<file path="src/rtl/traffic_pkg.sv">
// Shared definitions for the multi-approach traffic controller: lamp
// encodings, the controller state enum and the phase-length lookup.
// The VIP states are always present in the enum; they are only reachable
// when TRAFFIC_VIP_EN is defined.
package traffic_pkg;

    // Car head encodings, one-hot-ish lamp drive {red, yellow, arrow, green}
    localparam logic [3:0] CAR_RED    = 4'b1000;
    localparam logic [3:0] CAR_YELLOW = 4'b0100;
    localparam logic [3:0] CAR_LEFT   = 4'b1010;
    localparam logic [3:0] CAR_GREEN  = 4'b0001;

    // Pedestrian head encodings {red, green}
    localparam logic [1:0] WALK_RED   = 2'b10;
    localparam logic [1:0] WALK_GREEN = 2'b01;
    localparam logic [1:0] WALK_OFF   = 2'b00;

    typedef enum logic [3:0] {
        S_GREEN,
        S_YEL1,
        S_LEFT,
        S_YEL2,
        S_CLEAR,
        S_VIP_YEL,
        S_VIP_CLEAR,
        S_VIP_GREEN,
        S_VIP_XYEL,
        S_VIP_XCLR
    } fsm_e;

    // Length in cycles of the phase a state represents. S_VIP_GREEN has no
    // timeout; it returns 1 only so the result is always defined.
    function automatic int unsigned phase_len(
        input fsm_e        st,
        input int unsigned green_t,
        input int unsigned yel_t,
        input int unsigned left_t,
        input int unsigned clr_t
    );
        int unsigned len;
        case (st)
            S_GREEN:                                len = green_t;
            S_YEL1, S_YEL2, S_VIP_YEL, S_VIP_XYEL:  len = yel_t;
            S_LEFT:                                 len = left_t;
            S_CLEAR, S_VIP_CLEAR, S_VIP_XCLR:       len = clr_t;
            default:                                len = 1;
        endcase
        return len;
    endfunction

endpackage

</file>
<file path="src/rtl/traffic_ctrl_multi_decode.sv">
// Per-approach lamp decoder: turns the controller state, the owning
// approach and the blink bit into one approach's car and walk heads.
module traffic_path_decode
    import traffic_pkg::*;
#(
    parameter int PW = 2
) (
    input  fsm_e          fsm_i,
    input  logic [PW-1:0] serve_path_i,
    input  logic          cnt0_i,
    input  logic [PW-1:0] idx_i,
    output logic [3:0]    car_o,
    output logic [1:0]    walk_o
);

    logic own;

    assign own = (serve_path_i == idx_i);

    // Car head: only the owning approach ever shows anything but red;
    // walk head: crossing pedestrians move while their car head is red,
    // blink during the second yellow, and stop for clearance and VIP.
    always_comb begin
        car_o  = CAR_RED;
        walk_o = WALK_RED;
        case (fsm_i)
            S_GREEN, S_VIP_GREEN:                   if (own) car_o = CAR_GREEN;
            S_YEL1, S_YEL2, S_VIP_YEL, S_VIP_XYEL:  if (own) car_o = CAR_YELLOW;
            S_LEFT:                                 if (own) car_o = CAR_LEFT;
            default:                                car_o = CAR_RED;
        endcase
        case (fsm_i)
            S_GREEN, S_YEL1, S_LEFT: walk_o = own ? WALK_RED : WALK_GREEN;
            S_YEL2:                  walk_o = own ? WALK_RED : (cnt0_i ? WALK_OFF : WALK_GREEN);
            default:                 walk_o = WALK_RED;
        endcase
    end

endmodule

</file>
<file path="src/rtl/traffic_ctrl_multi.sv">
// N-approach round-robin intersection controller. Each approach gets
// GREEN, YELLOW, LEFT, YELLOW then an all-red clearance before the next
// approach is served. Define TRAFFIC_VIP_EN to build emergency-vehicle
// preemption (vip_req/vip_path); without it those inputs are ignored and
// vip_active stays low.
module traffic_ctrl_multi
    import traffic_pkg::*;
#(
    parameter  int N_PATH  = 4,
    parameter  int GREEN_T = 20,
    parameter  int YEL_T   = 3,
    parameter  int LEFT_T  = 10,
    parameter  int CLR_T   = 2,
    parameter  int CNT_W   = 7,
    localparam int PW      = $clog2(N_PATH)
) (
    input  logic                clk,
    input  logic                start,
    input  logic                vip_req,
    input  logic [PW-1:0]       vip_path,
    output logic [4*N_PATH-1:0] car_traffic,
    output logic [2*N_PATH-1:0] walk_traffic,
    output logic [PW-1:0]       serve_path,
    output logic                vip_active
);

    fsm_e             fsm_q, fsm_d;
    logic [PW-1:0]    serve_q, serve_d;
    logic [CNT_W-1:0] cnt_q, cnt_d;
    logic             phase_end;

`ifdef TRAFFIC_VIP_EN
    logic [PW-1:0]    vip_lat_q, vip_lat_d;
    logic [PW-1:0]    resume_q, resume_d;
    logic [CNT_W-1:0] cnt_keep;
    logic             is_normal;
`else
    logic             unused_vip;
    assign unused_vip = ^{vip_req, vip_path};
`endif

    function automatic logic [PW-1:0] next_path(input logic [PW-1:0] p);
        return (p == PW'(N_PATH - 1)) ? '0 : p + PW'(1);
    endfunction

    assign phase_end = (32'(cnt_q) ==
                        phase_len(fsm_q, GREEN_T, YEL_T, LEFT_T, CLR_T) - 32'd1);

    // State register; start low clears everything without waiting for clk
    always_ff @(posedge clk or negedge start) begin
        if (!start) begin
            fsm_q     <= S_GREEN;
            serve_q   <= '0;
            cnt_q     <= '0;
`ifdef TRAFFIC_VIP_EN
            vip_lat_q <= '0;
            resume_q  <= '0;
`endif
        end else begin
            fsm_q     <= fsm_d;
            serve_q   <= serve_d;
            cnt_q     <= cnt_d;
`ifdef TRAFFIC_VIP_EN
            vip_lat_q <= vip_lat_d;
            resume_q  <= resume_d;
`endif
        end
    end

    // Next state: phase sequencing, then VIP entry overriding normal states
    always_comb begin
        fsm_d   = fsm_q;
        serve_d = serve_q;
        cnt_d   = cnt_q + CNT_W'(1);
`ifdef TRAFFIC_VIP_EN
        vip_lat_d = vip_lat_q;
        resume_d  = resume_q;
        // Entering a hand-over mid-phase continues the running timer; if the
        // phase was already on its last cycle the timer holds there so the
        // hand-over state still terminates on its next edge.
        cnt_keep  = phase_end ? cnt_q : cnt_q + CNT_W'(1);
        is_normal = (fsm_q == S_GREEN) || (fsm_q == S_YEL1) || (fsm_q == S_LEFT) ||
                    (fsm_q == S_YEL2) || (fsm_q == S_CLEAR);
`endif
        case (fsm_q)
            S_GREEN: if (phase_end) begin fsm_d = S_YEL1;  cnt_d = '0; end
            S_YEL1:  if (phase_end) begin fsm_d = S_LEFT;  cnt_d = '0; end
            S_LEFT:  if (phase_end) begin fsm_d = S_YEL2;  cnt_d = '0; end
            S_YEL2:  if (phase_end) begin fsm_d = S_CLEAR; cnt_d = '0; end
            S_CLEAR: if (phase_end) begin
                fsm_d   = S_GREEN;
                serve_d = next_path(serve_q);
                cnt_d   = '0;
            end
`ifdef TRAFFIC_VIP_EN
            S_VIP_YEL: if (phase_end) begin fsm_d = S_VIP_CLEAR; cnt_d = '0; end
            S_VIP_CLEAR: if (phase_end) begin
                cnt_d = '0;
                if (vip_req) begin
                    fsm_d   = S_VIP_GREEN;
                    serve_d = vip_lat_q;
                end else begin
                    fsm_d   = S_GREEN;
                    serve_d = resume_q;
                end
            end
            S_VIP_GREEN: begin
                cnt_d = '0;
                if (!vip_req) fsm_d = S_VIP_XYEL;
            end
            S_VIP_XYEL: if (phase_end) begin fsm_d = S_VIP_XCLR; cnt_d = '0; end
            S_VIP_XCLR: if (phase_end) begin
                fsm_d   = S_GREEN;
                serve_d = resume_q;
                cnt_d   = '0;
            end
`endif
            default: begin
                fsm_d   = S_GREEN;
                serve_d = '0;
                cnt_d   = '0;
            end
        endcase
`ifdef TRAFFIC_VIP_EN
        if (vip_req && is_normal) begin
            vip_lat_d = vip_path;
            case (fsm_q)
                S_GREEN: begin
                    cnt_d = '0;
                    if (serve_q == vip_path) begin
                        fsm_d    = S_VIP_GREEN;
                        resume_d = next_path(serve_q);
                    end else begin
                        fsm_d    = S_VIP_YEL;
                        resume_d = serve_q;
                    end
                    serve_d = serve_q;
                end
                S_YEL1: begin
                    fsm_d = S_VIP_YEL;  cnt_d = cnt_keep; serve_d = serve_q;
                    resume_d = serve_q;
                end
                S_LEFT: begin
                    fsm_d = S_VIP_YEL;  cnt_d = '0;       serve_d = serve_q;
                    resume_d = next_path(serve_q);
                end
                S_YEL2: begin
                    fsm_d = S_VIP_YEL;  cnt_d = cnt_keep; serve_d = serve_q;
                    resume_d = next_path(serve_q);
                end
                default: begin
                    fsm_d = S_VIP_CLEAR; cnt_d = cnt_keep; serve_d = serve_q;
                    resume_d = next_path(serve_q);
                end
            endcase
        end
`endif
    end

    // Outputs: owning approach and VIP flag decoded from registers
    always_comb begin
        serve_path = serve_q;
        vip_active = 1'b0;
`ifdef TRAFFIC_VIP_EN
        vip_active = (fsm_q == S_VIP_YEL) || (fsm_q == S_VIP_CLEAR) ||
                     (fsm_q == S_VIP_GREEN) || (fsm_q == S_VIP_XYEL) ||
                     (fsm_q == S_VIP_XCLR);
`endif
    end

    for (genvar gi = 0; gi < N_PATH; gi++) begin : g_path
        traffic_path_decode #(.PW(PW)) u_dec (
            .fsm_i        (fsm_q),
            .serve_path_i (serve_q),
            .cnt0_i       (cnt_q[0]),
            .idx_i        (PW'(gi)),
            .car_o        (car_traffic[4*gi +: 4]),
            .walk_o       (walk_traffic[2*gi +: 2])
        );
    end

endmodule

</file>
<file path="config.mk">
export PLATFORM = sky130hd
export DESIGN_NAME = traffic_ctrl_multi
export DESIGN_NICKNAME = d
export VERILOG_FILES = /design/src/rtl/traffic_pkg.sv /design/src/rtl/traffic_ctrl_multi_decode.sv /design/src/rtl/traffic_ctrl_multi.sv
export SDC_FILE = /design/constraint.sdc
export NUM_CORES = 1
export LEC_CHECK = 0
export BUFFER_PORTS_ARGS = -buffer_cell sky130_fd_sc_hd__buf_2
export CAP_MARGIN = 20
export CORE_MARGIN = 4
export CORE_UTILIZATION = 45
export DETAILED_ROUTE_END_ITERATION = 16
export PLACE_DENSITY = 0.76
export SLEW_MARGIN = 20
export SYNTH_ARGS = -nofsm -noshare
export SYNTH_HDL_FRONTEND = slang
export SYNTH_SLANG_ARGS = --single-unit
</file>
<file path="constraint.sdc">
create_clock -name clk -period 2.9 [get_ports clk]
set_input_delay 0.145 -clock clk [delete_from_list [all_inputs] [get_ports clk]]
set_output_delay 0.145 -clock clk [all_outputs]
set_load 0.1 [all_outputs]
</file>
# Yosys cells after proc, flatten, opt, wreduce, memory -nomap -nowiden
# Memory sizes are Yosys's and may differ from the RTL's.
# Index checks and enable logic that the tools add are counted.
# totals
ff_bits	13
mem_bits_ro	80
input_bits	5
out_inout_bits	27
wordCells	73
memories	1
# op_classes
n_addsub	3
eq_ne	16
n_mux	40
n_bitwise	1
n_reduce_logical	9
# memory_table
memory	words	width	read_ports	rd_ports_with_merged_regs	wr	line	source
(name not given)	16	5	1	0	0	traffic_pkg.sv:41	case (st)
# op_table
op	n
two-way mux 4 bit	13
one-hot mux 4 bit (3 select lines)	4
equality test 7 x 32 -> 1 bit	1
subtractor 32 x 1 -> 32 bit, second input constant	1
two-way mux 2 bit	14
one-hot mux 2 bit (2 select lines)	5
one-hot mux 4 bit (5 select lines)	1
two-way mux 7 bit	2
equality test 4 x 3 -> 1 bit, second input constant	3
inequality test 2 bit, second input constant	5
equality test 4 x 2 -> 1 bit, second input constant	2
OR reduction 4 bit	2
adder 7 x 1 -> 7 bit, second input constant	1
AND reduction 5 bit	1
OR reduction 5 bit	1
equality test 2 bit, second input constant	2
equality test 4 x 1 -> 1 bit, second input constant	1
equality test 4 bit, second input constant	1
zero test 4 bit	1
OR reduction 3 bit	1
adder 2 x 1 -> 2 bit, second input constant	1
equality test 2 x 1 -> 1 bit, second input constant	1
zero test 2 bit	1
AND reduction 2 bit	1
other kinds (3)	3

# Longest topological paths before layout
# Gate-level depths: netlist (run 1).
# An unclocked memory read counts as a cell.
# depth
depth_word	5
depth_mapped	8
ltp_nobuf	7

# Cells and area by module
# From an unflattened synthesis (run 1), not the netlist that was laid out.
# unflattened
cells_unflattened	152
area_unflattened_um2	1247.4
# modules_own_cells
mod	n_inst	cells_each	area_per_inst_um2	seq_area_each_um2
traffic_ctrl_multi	1	80	797.0	300.3
traffic_path_decode	4	18	112.6	0.0

# Worst setup path after synthesis (run 1)
# Ideal clock, no wire load.
# synth_path
kind	flip-flop to output port
from	register serve_q[0], in the netlist serve_path[0]
to	output port walk_traffic[4]
arrival_time_ps	2720
required_ps	2755
setup_slack_ps	35
path_stages_with_launch	4
path_buffers	0
cell_sequence	dfrtp_1 inv_1 ha_1 nor2_1
# synth_between
elab_chain_cells	3
elab_cells_between_ends	4
classes_between	eq/ne (1); mux (3)
# synth_rtl
element	line	source
start, declared	traffic_ctrl_multi.sv:28	logic [PW-1:0] serve_q, serve_d;
start signal, assigned	traffic_ctrl_multi.sv:61	serve_q <= serve_d;
equality test 2 bit *	traffic_ctrl_multi_decode.sv:18	assign own = (serve_path_i == idx_i);
two-way mux 2 bit (on tied branches)	traffic_ctrl_multi_decode.sv:34, traffic_ctrl_multi_decode.sv:33	
one-hot mux 2 bit (2 select lines) *	traffic_ctrl_multi_decode.sv:32	case (fsm_i)
end, declared	traffic_ctrl_multi.sv:22	output logic [2*N_PATH-1:0] walk_traffic,
# Mark *: on every way between the ends. The rest lies on a longest branch, timed or not.

# Final worst setup path (run 1)
# layout_path
from	register fsm_q[0]
to	register fsm_q[1]
# layout_between
elab_chain_cells	5
elab_cells_between_ends	15
classes_between	add/sub (1); eq/ne (10); mux (1); reduce/logical (2); memory (1)
# layout_rtl
element	line	source
start, declared	traffic_ctrl_multi.sv:27	fsm_e fsm_q, fsm_d;
start signal, assigned	traffic_ctrl_multi.sv:60	fsm_q <= fsm_d;
memory (16 x 5 bit)	-	
subtractor 32 x 1 -> 32 bit	traffic_ctrl_multi.sv:47	phase_len(fsm_q, GREEN_T, YEL_T, LEFT_T, CLR_T) - 32'd1);
equality test 7 x 32 -> 1 bit	traffic_ctrl_multi.sv:46	assign phase_end = (32'(cnt_q) ==
inequality test 2 bit (no line)	-	
AND reduction 5 bit (no line)	-	
# Several ways; a longest one is shown, not always the timed one.
# A chain may end at the register's enable or synchronous reset.

==> impl_metrics.json, run 1 <==
{
  "cts_made_buffers": 3,
  "clk_pin_slew_ns": 0.07,
  "core_mm2": 0.002022,
  "area_delta_synth_final_pct": 18.78,
  "powerDensity_mw_per_mm2": 810.0,
  "final_cell_mix": "buf_2 (27), dfrtp_1 (12), nor2_1 (9), and3_1 (9)",
  "power.share.switching": 0.5224,
  "grt_max_degree": 19,
  "path_class": "flop to flop",
  "htreeDepth": 1,
  "wl_per_cell_um": 12.85,
  "worst_clock_skew_ns": 0.0003213,
  "power.total_mw": 0.9486,
  "layout-drive-gt1-share": 0.3094,
  "worst_slack_ns": 0.3771,
  "drc": 0,
  "die_area_mm2": 0.003004,
  "gpl.final_weighted_congestion": 0.7109,
  "stdcell_area_mm2": 0.001171,
  "viasPerCell": 5.319,
  "synth_edf_count": 0,
  "seqPwrFrac": 0.343,
  "ys_seq_area_frac": 0.3046,
  "maxCapViolations": 0,
  "num_io_pins": 32,
  "hold_viol_final": 0,
  "io_buffers": 27,
  "slew_violations": 0,
  "start_util": 0.4876,
  "syn-instance-count": 112,
  "clock_sinks": 12,
  "nets": 154,
  "final_common_cell": "buf_2",
  "worst_pin_slew_ns": 0.6374,
  "insertion_delay_ns": 0.27,
  "synth_area_per_cell_um2": 8.803,
  "fmax_mhz": 396.4,
  "grt_pass1_wl_mm": 3.463,
  "num_vias": 883,
  "root_buffer": "clkbuf_4",
  "cts_resized": 0,
  "ys.warnings.count": 0,
  "clock_power_share": 0.106,
  "cp_max_fo": 15,
  "ir_drop_uv": 500.1,
  "drt_iter0_drc": 19,
  "pwr-share-comb": 0.551,
  "hold_class": "input pin to async pin",
  "post_cts_buffers": 0,
  "cts_hold_buf": 1,
  "p_int_mw": 0.4531,
  "hpwl_mm": 1.665,
  "p_leak_nw": 0.6228,
  "fin_crit_sh": 0.8700,
  "antenna_found_initial": 0,
  "fillerInstances": 197,
  "p_sw_mw": 0.4955,
  "antenna_left": 0,
  "holdWs_ns": 0.2792,
  "cts_tree": "done",
  "place_ws_ns": 0.3851,
  "min_period_ns": 2.523,
  "grt_pass1_vias": 781,
  "ys_types": 41,
  "setup.worst_path.end_class": "flop",
  "grt-ovfl-total": 0,
  "fp-row-count": 16,
  "drt_pass1_iterations": 4,
  "crit_path_start_kind": "flop",
  "setup_tns_ns": 0,
  "fp.dieH_um": 54.81,
  "async_flop_share": 1.000,
  "ctsLongestPathBuffers": 2,
  "track_usage": 0.1572,
  "synthesis.area_um2": 985.9,
  "wirelength_mm": 2.133,
  "setup_viol": 0,
  "required_ns": 3.09,
  "worst_ep_arrival_time_ns": 2.71,
  "ys.flop_type": "dfrtp_1",
  "n_antenna_cell": 0,
  "ys_seq_elements": 12,
  "place_area_mm2": 0.001139,
  "rsz0062_at_grt": "false",
  "relSlewSlack": 0.5742,
  "outcome": "completed",
  "die_x_um": 54.81
}
## per-stage QoR
| stage | util | instances |
|---|---|---|
| 5_1_grt | 0.5792 | 166 |
| 2_1_floorplan | - | 113 |
| 6_report | 0.5792 | 166 |
| 4_1_cts | 0.5792 | 166 |
| 3_3_place_gp | 0.5631 | 162 |
| 3_5_place_dp | 0.5631 | 162 |
## final timing paths
kind	from	to	slack [ns]	cells after the start
worst min register to register	cnt_q[6]	cnt_q[6]	0.56	2
max in group asynchronous	start	fsm_q[2]	2.41	2
worst max-delay path	fsm_q[0]	fsm_q[1]	0.38	7
worst max register to register	fsm_q[0]	fsm_q[1]	0.38	7
worst min-delay path	start	cnt_q[2]	0.28	2
min in group clk	cnt_q[6]	cnt_q[6]	0.56	2
## cell usage after synthesis, types with 2 or more instances
cell type | count | area [µm²]
conb_1 | 2 | 7.510
nand3_1 | 4 | 20.02
and3_1 | 9 | 56.30
nor3_1 | 6 | 30.03
nor2_1 | 9 | 33.78
mux2i_1 | 4 | 40.04
dfrtp_1 | 12 | 300.3
xnor2_1 | 2 | 17.52
and2_1 | 4 | 25.02
nand2_1 | 8 | 30.03
clkbuf_1 | 3 | 11.26
ha_1 | 8 | 100.1
or2_2 | 4 | 25.02
nand2b_1 | 2 | 12.51
xor2_1 | 6 | 52.55
inv_1 | 4 | 15.01
## registers in the layout, summed over array words and instances (netlist names)
name	cells
fsm_q	3
serve_path	2
cnt_q	7
## power by group through the flow
| stage | combinational, mW | clock (mW) | sequential [mW] |
|---|---|---|---|
| 3_3_place_gp | 0.506 | 0 | 0.322 |
| 3_5_place_dp | 0.523 | 0 | 0.326 |
| 6_report | 0.523 | 0.101 | 0.325 |
| 5_1_grt | 0.573 | 0.110 | 0.336 |
| 4_1_cts | 0.525 | 0.102 | 0.323 |
| 2_1_floorplan | 0.473 | 0 | 0.288 |
## critical path, stage by stage (launching register included)
cell and delay, ns:
dfrtp_1 0.53, or3_1 0.45, o21ai_1 0.18, ha_1 0.30, xor2_1 0.17, nand4_2 0.18, or4_1 0.44, a21oi_1 0.18
## kinds of logic (layout without fill, tap and decap cells)
| family | count (synthesis) | after routing | share of synthesized area |
|---|---|---|---|
| AND/OR/NAND/NOR | 57 | 57 | 0.3338 |
| XOR/XNOR | 9 | 9 | 0.08757 |
| multiplexers | 4 | 4 | 0.04061 |
| other | 2 | 3 | 0.007617 |
| flip-flops | 12 | 12 | 0.3046 |
| adder cells (fa/ha/maj) | 8 | 8 | 0.1015 |
| buffers and inverters | 10 | 36 | 0.04314 |
| AO/OA/AOI/OAI | 10 | 10 | 0.08122 |
## routing by layer
metal	track usage	vias to the layer above	wire length (µm)
li1	-	436	-
met1	0.2140	428	922
met2	0.2480	14	1131
met3	0.01635	5	50
met4	0.07054	0	28
met5	0	-	0
## layout make-up
type	instances	area, µm²	area share
sequential	12	300.3	0.2564
multi-input combinational	91	646.9	0.5524
timing repair buffer	29	152.6	0.1303
inverter	4	15.01	0.01282
clock buffer	3	22.52	0.01923
tap	27	33.78	0.02885
Note: power is estimated with default switching activity, not from simulation.
==> run 2: changes to the inputs <==
- CORE_UTILIZATION: 45 -> 50
- GPL_TIMING_DRIVEN: unset -> 0
- PLACE_DENSITY: 0.76 -> 0.83
==> run 2 against run 1 <==
Compared with the run above:
- clock skew increased by 0.00085 ns
- wire length grew 6.9%
- die area is 8.6% lower
- first-iteration DRC count is 21% higher
- critical path depth up 1
- total power is 1.6% higher
- flip-flop and latch count unchanged
- via count is 3.6% higher
- highest routed layer unchanged
- critical endpoint unchanged
==> impl_metrics.json, run 2 (synthesis gave the netlist of run 1 again) <==
{
  "outcome": "completed",
  "power.total_mw": 0.9636,
  "wirelength_mm": 2.280,
  "worstReg2RegEnd": "fsm_q[1]",
  "regMostFlops": "cnt_q",
  "p_int_mw": 0.4587,
  "hold_viol_final": 0,
  "die_area_mm2": 0.002746,
  "final_common_cell": "buf_2",
  "clk_pin_slew_ns": 0.07,
  "drt_iter0_drc": 23,
  "cts_resized": 0,
  "final-seq-area_um2": 300.3,
  "clock_power_share": 0.107,
  "setup.worst_path.end_class": "flop",
  "ff2ff_path_depth": 8,
  "dp.cells": 165,
  "viasPerCell": 5.414,
  "worst_slack_ns": 0.2874,
  "post_cts_buffers": 0,
  "place_ws_ns": 0.3361,
  "largest_register_ffs": 7,
  "grt-busiest-layer": "met2",
  "worst_ep_arrival_time_ns": 2.81,
  "pwr-share-comb": 0.575,
  "setup_viol": 0,
  "core_mm2": 0.001802,
  "grt-ovfl-total": 0,
  "grt_max_degree": 13,
  "drt_pass1_iterations": 4,
  "rsz0062_at_grt": "false",
  "htreeDepth": 1,
  "fillerInstances": 173,
  "p_sw_mw": 0.5049,
  "fp-row-count": 15,
  "fmax_mhz": 382.8,
  "io_buffers": 27,
  "nets": 159,
  "start_util": 0.5472,
  "power.share.switching": 0.5240,
  "seqPwrFrac": 0.319,
  "layout-drive-gt1-share": 0.3056,
  "drc": 0,
  "slew_violations": 0,
  "crit_end": "fsm_q[1]",
  "maxCapViolations": 0,
  "worst_clock_skew_ns": 0.001176,
  "wl_per_cell_um": 13.49,
  "final_cells": 169,
  "fin_crit_sh": 0.9009,
  "insertion_delay_ns": 0.27,
  "ctsLongestPathBuffers": 2,
  "num_vias": 915,
  "multiInputGateArea_um2": 646.9,
  "setup_tns_ns": 0,
  "required_ns": 3.10,
  "r2r_setup_slack_ns": 0.29,
  "use_met3": 0.04558,
  "track_usage": 0.1871,
  "n_antenna_cell": 0,
  "hpwl_mm": 1.756,
  "area_delta_synth_final_pct": 20.56,
  "r2r_start": "fsm_q[2]",
  "powerDensity_mw_per_mm2": 810.7,
  "grt_pass1_wl_mm": 3.864,
  "hold_class": "input pin to async pin",
  "final_cell_mix": "buf_2 (28), dfrtp_1 (12), nor2_1 (9), and3_1 (9)",
  "p_leak_nw": 0.6319,
  "antenna_found_initial": 0,
  "use_met2": 0.3492,
  "ir_drop_uv": 519.9,
  "antenna_left": 0,
  "root_buffer": "clkbuf_4",
  "crit_path_start_kind": "flop",
  "met1_usage": 0.2032,
  "die_x_um": 52.41,
  "grt_pass1_vias": 904,
  "min_period_ns": 2.613,
  "path_class": "flop to flop",
  "cts_made_buffers": 3,
  "num_io_pins": 32,
  "cts_tree": "done",
  "cp_max_fo": 10,
  "fp.dieH_um": 52.41,
  "cts_hold_buf": 1,
  "gpl.final_weighted_congestion": 0.7412,
  "clock_sinks": 12,
  "worstSetupStartpoint": "fsm_q[2]"
}
[run 2: cell count changes in the layout (fill, tap and decap cells not counted), sizes merged]
| cell | change |
|---|---|
| clkbuf | +3 |
| buf | +2 |
[run 2: worst min-delay path by stage]
stage	startpoint	depth (start not counted)	end
finish	start	2	cnt_q[0]
global route	start	2	cnt_q[0]
CTS	start	2	cnt_q[1]
detailed placement	start	1	cnt_q[1]
global placement	start	1	cnt_q[1]
floorplan	start	0	cnt_q[0]
[run 2: critical path, cell delays in order (launching register included)]
cell and delay, ns:
dfrtp_1 0.40, clkbuf_1 0.23, or3_1 0.42, o21ai_1 0.19
ha_1 0.30, xor2_1 0.17, nand4_2 0.21, or4_1 0.45
a21oi_1 0.16
[run 2: final cells by class]
type	instances	share of cell area
inverters	4	0.01263
well taps	25	0.02632
flip-flops and latches	12	0.2526
clock buffers	3	0.01895
plain buffers	6	0.02316
repair buffers	28	0.1221
multi-input cells	91	0.5442
[run 2: routing by layer]
metal / part of all wire / vias to the layer above
met5: 0 / -
met4: 0.0044 / 0
met3: 0.028 / 2
met2: 0.54 / 23
met1: 0.43 / 441
li1: - / 449
[run 2: power by group through the flow]
stage | logic, mW | clock network (mW) | registers [mW]
2_1_floorplan | 0.473 | 0 | 0.288
3_3_place_gp | 0.532 | 0 | 0.305
3_5_place_dp | 0.546 | 0 | 0.309
4_1_cts | 0.553 | 0.102 | 0.305
5_1_grt | 0.610 | 0.114 | 0.317
6_report | 0.554 | 0.103 | 0.307
[run 2: metrics by stage]
stage                       util  hold WS (ns)  area, µm²
after global placement    0.6417       0.03178       1156
final                     0.6597        0.2783       1189
after CTS                 0.6597        0.2837       1189
after global routing      0.6597        0.2936       1189
after floorplan                -       -0.1506      989.7
after detailed placement  0.6417       0.03754       1156
